File: src/rtl/draw_sprite.sv
// Sprite overlay stage: addresses a 64x64 synchronous texture ROM and composites its texel over the background.
// Optional colour-key transparency is enabled by defining DRAW_SPRITE_KEY_EN.
module draw_sprite #(
  parameter int          SPRITE_W  = 64,
  parameter int          SPRITE_H  = 64,
  parameter logic [11:0] KEY_COLOR = 12'hF0F
) (
  input  logic        clk,
  input  logic        rst,
  input  logic [10:0] hcount_in,
  input  logic        hsync_in,
  input  logic        hblnk_in,
  input  logic [10:0] vcount_in,
  input  logic        vsync_in,
  input  logic        vblnk_in,
  input  logic [11:0] rgb_in,
  input  logic [11:0] xpos,
  input  logic [11:0] ypos,
  output logic [11:0] rom_addr,
  input  logic [11:0] rom_rgb,
  output logic [10:0] hcount_out,
  output logic        hsync_out,
  output logic        hblnk_out,
  output logic [10:0] vcount_out,
  output logic        vsync_out,
  output logic        vblnk_out,
  output logic [11:0] rgb_out
);

  typedef struct packed {
    logic [10:0] hcount;
    logic        hsync;
    logic        hblnk;
    logic [10:0] vcount;
    logic        vsync;
    logic        vblnk;
    logic [11:0] rgb;
  } timing_t;

  localparam logic [12:0] W13 = 13'(SPRITE_W);
  localparam logic [12:0] H13 = 13'(SPRITE_H);

  logic        vblnk_prev_q;
  logic [11:0] x_act_q, y_act_q;
  logic [11:0] rom_addr_q, rom_addr_d;
  timing_t     s1_q, s2_q, out_q, s1_d;
  logic        in_rect1_q, in_rect2_q, in_rect_d;
  logic [11:0] rgb_out_q, rgb_out_d;
  logic [12:0] h13, v13, x13, y13;
  logic [5:0]  dx, dy;
  logic        show_tex;

  // 13-bit compares keep x_act + SPRITE_W from wrapping near 4095
  always_comb begin
    h13 = {2'b00, hcount_in};
    v13 = {2'b00, vcount_in};
    x13 = {1'b0, x_act_q};
    y13 = {1'b0, y_act_q};
    dx  = hcount_in[5:0] - x_act_q[5:0];
    dy  = vcount_in[5:0] - y_act_q[5:0];
    in_rect_d = (h13 >= x13) && (h13 < x13 + W13) &&
                (v13 >= y13) && (v13 < y13 + H13) &&
                !(hblnk_in || vblnk_in);
    rom_addr_d = in_rect_d ? {dy, dx} : rom_addr_q;
    s1_d = '{hcount: hcount_in, hsync: hsync_in, hblnk: hblnk_in,
             vcount: vcount_in, vsync: vsync_in, vblnk: vblnk_in, rgb: rgb_in};
  end

`ifdef DRAW_SPRITE_KEY_EN
  assign show_tex = in_rect2_q && (rom_rgb != KEY_COLOR);
`else
  logic key_unused;
  assign key_unused = ^KEY_COLOR;
  assign show_tex   = in_rect2_q;
`endif

  always_comb begin
    rgb_out_d = 12'h000;
    if (!(s2_q.hblnk || s2_q.vblnk))
      rgb_out_d = show_tex ? rom_rgb : s2_q.rgb;
  end

  always_ff @(posedge clk) begin
    if (rst) begin
      vblnk_prev_q <= 1'b0;
      x_act_q      <= '0;
      y_act_q      <= '0;
      rom_addr_q   <= '0;
      s1_q         <= '0;
      s2_q         <= '0;
      out_q        <= '0;
      in_rect1_q   <= 1'b0;
      in_rect2_q   <= 1'b0;
      rgb_out_q    <= '0;
    end else begin
      vblnk_prev_q <= vblnk_in;
      // position only moves at the start of vertical blank, so a frame never tears
      if (vblnk_in && !vblnk_prev_q) begin
        x_act_q <= xpos;
        y_act_q <= ypos;
      end
      rom_addr_q <= rom_addr_d;
      s1_q       <= s1_d;
      in_rect1_q <= in_rect_d;
      s2_q       <= s1_q;
      in_rect2_q <= in_rect1_q;
      out_q      <= s2_q;
      rgb_out_q  <= rgb_out_d;
    end
  end

  assign rom_addr   = rom_addr_q;
  assign hcount_out = out_q.hcount;
  assign hsync_out  = out_q.hsync;
  assign hblnk_out  = out_q.hblnk;
  assign vcount_out = out_q.vcount;
  assign vsync_out  = out_q.vsync;
  assign vblnk_out  = out_q.vblnk;
  assign rgb_out    = rgb_out_q;

endmodule

File: config.mk
export PLATFORM = sky130hd
export DESIGN_NAME = draw_sprite
export DESIGN_NICKNAME = d
export VERILOG_FILES = /design/src/rtl/draw_sprite.sv
export SDC_FILE = /design/constraint.sdc
export NUM_CORES = 1
export LEC_CHECK = 0
export CORE_MARGIN = 2
export CORE_UTILIZATION = 45
export DETAILED_ROUTE_END_ITERATION = 12
export GPL_TIMING_DRIVEN = 0
export PLACE_DENSITY = 0.79
export SYNTH_ARGS = -nofsm -noshare
export SYNTH_HDL_FRONTEND = slang
export SYNTH_SLANG_ARGS = --single-unit
File: constraint.sdc
create_clock -name clk -period 2.5 [get_ports clk]
set_input_delay 0.375 -clock clk [delete_from_list [all_inputs] [get_ports clk]]
set_output_delay 0.375 -clock clk [all_outputs]
set_load 0.01 [all_outputs]
==> metrics.txt <==
status finished clean; Yosys warnings 0; grt ovf 0; Post-DP HPWL 10400 um; area leader, netlist dfxtp_1; clock group share of total power between 40% and 50%; layout cells sized above 1 12.2%; vias about 4500; TritonCTS clock tree built; leading cell type in the layout, fill and taps excluded dfxtp_1; crit-path max cell delay 0.36 ns; Starting DRT DRC Count 225; Synth Flop Type dfxtp_1; diodes inserted 0; design area 8100 um^2; placed inst area 7260 um^2; H-tree depth 4; CP Cell Sequence ha_4, fa_2, a21boi_2, o21ai_2, a211oi_2, o21ai_2, nand4_4, nor3_4, mux2_4; crit end category flop; fmax approximately 400 MHz; RSZ-0062 raised after global routing true; combinational power share between 10 and 15%; clock sink total 152; Synth top area share 52.4%; worst-case headroom to the max-slew limit 53.1%; sequential-to-total area share from yosys stat 52.4%; Final setup viols 0; port buffer count 124; I/O Pins ~130; number of synthesized flops with an enable pin 0; max_cap viols 0; worst hold slack 0.278 ns; post-synthesis async set-or-reset flop share 0%; Crit Path Max Fanout 4; hold depth 3; antenna-violating nets left 0; pre-CTS WS -0.858 ns; Netlist cell types 43; Final Max Slew Viols 0; DRT Wirelength 14000 um; net count after synthesis 691; 1st-pass router iterations 4; Total Nets Final 843; Mapped Area 5800 um^2; post-layout util 64.2%; Worst R2R Path Depth 9; VDD IR max 0.000402 V; Final min period 2.46 ns; fin cells 916; Hold Vio Cnt, Final 0; synth top area cells dfxtp_1 (52%), nor2b_1 (11%), ha_1 (7.3%), nand2_1 (4.1%), a21oi_1 (3.8%); switching share of power 23.0%; CP Class reg2reg; Initial Util 46.0%; Pleak 3.07 nW; clock slew at reported path FFs 0.06 ns; Die W roughly 120 um; pwr/cell area approximately 710 nW/um^2; # DRC 0; die area around 14000 um^2; synth-to-layout area growth 39.5%; WP data required 2.80 ns; switching power 1.31 mW; first-pass GRT wire length 22500 um; number of core rows roughly 40; initial antenna violation count 0; period utilization about 100%; Synth Register Bits 152; cell internal pwr 4.40 mW; vias in the first global route 4639; clock skew 0.00571 ns; actual slew at the worst max-slew pin 0.704 ns; Worst EP arrival 2.76 ns; setup TNS 0 ns; wire per inst 15.2 um; startpoint types flop; Root Buffer Master clkbuf_16; Inserted Clock Buffers 17; core area 12600 um^2; hold crit path type in2reg; register share of total power 44.8%; slowest CP cell dfxtp_4; Fillers 1022; Crit path top cell by count o21ai_2; CTS Buffer Depth 2; Placer Congestion 0.879; syn avg cell area around 10 um^2; largest net degree at the start of global routing 17; fin worst setup slack 0.0421 ns; die height approximately 120 um; Clock Latency Late Sink 0.41 ns; DR vias/cell 4.87; placed insts 875; total power approximately 5.7 mW; most frequent cells in the layout dfxtp_1 (147), clkdlybuf4s50_1 (121), nor2b_1 (103); gr usage total 20.8%; cells after synthesis 579
## critical path: cells and delay by family (launching register included)
family                     cells  cell delay, ns
AOI/OAI and AO/OA              4            0.69
adders and majority gates      2            0.49
and+or+nand+nor                2            0.47
DFF                            1            0.36
muxes                          1            0.33
## cells in the mapped netlist, drive strengths merged (7+ instances only)
master  instances
clkbuf         20
xnor2          10
nand3           7
dfxtp         152
mux2i          12
buf             7
nor2           19
inv            27
nor2b         105
ha             34
a211oi          7
nand4           7
nand2          63
a21o            8
o21ai           9
a21oi          44
## worst paths after layout
kind                           start                   endpoint  slack, ns
max reg2reg  x_act_q[0]$_SDFFE_PP0P_  rom_addr[11]$_SDFFE_PP0P_       0.04
max          x_act_q[0]$_SDFFE_PP0P_  rom_addr[11]$_SDFFE_PP0P_       0.04
min reg2reg      s1_q[31]$_SDFF_PP0_        s2_q[31]$_SDFF_PP0_       0.43
min                     hcount_in[1]        s1_q[28]$_SDFF_PP0_       0.28
## power groups by stage
stage	combinational [mW]	sequential (mW)	clock [mW]
after detailed placement	0.626	2.61	0
after CTS	0.659	2.56	2.49
final	0.700	2.56	2.45
after global routing	0.768	2.57	2.60
after global placement	0.602	2.61	0
after floorplan	0.352	2.61	0
## routing by layer
metal / wire length (um) / track usage, %
met5: 0 / 0
met4: 289 / 7.61
met3: 703 / 6.49
met2: 7030 / 36.9
met1: 5930 / 23.3
## registers in the layout, summed over array words and instances, names as in the netlist, 11 cells and up
register	flops
hcount_out	11
rgb_out	12
rom_addr	12
s1_q	38
s2_q	38
vcount_out	11
x_act_q	12
y_act_q	12
## area by class of cell
class / instances / area (um^2) / area share, %
multi-input cells: 373 / 2720 / 33.6
clock inverters: 6 / 62.6 / 0.773
repair buffers: 133 / 1310 / 16.2
inverters: 27 / 101 / 1.25
clock buffers: 26 / 519 / 6.41
plain buffers: 27 / 116 / 1.44
flip-flops and latches: 152 / 3050 / 37.7
well taps: 172 / 215 / 2.66
## cells by family after synthesis
kind of cell,count (synthesis),synth area share [%]
adder cells (fa/ha/maj),36,8.02
multiplexers,16,3.10
AND/OR/NAND/NOR,224,22.0
flip-flops,152,52.4
XOR/XNOR,10,1.51
buffers and inverters,54,3.67
AO/OA/AOI/OAI,87,9.29
## repair_timing
action                     4_1_cts  5_1_grt
gates resized for setup         12       31
setup buffers                    7        2
setup endpoints to repair       12       12
hold buffers                     0        0
pin swaps                        9       17
(Power assumes the default switching activity.)
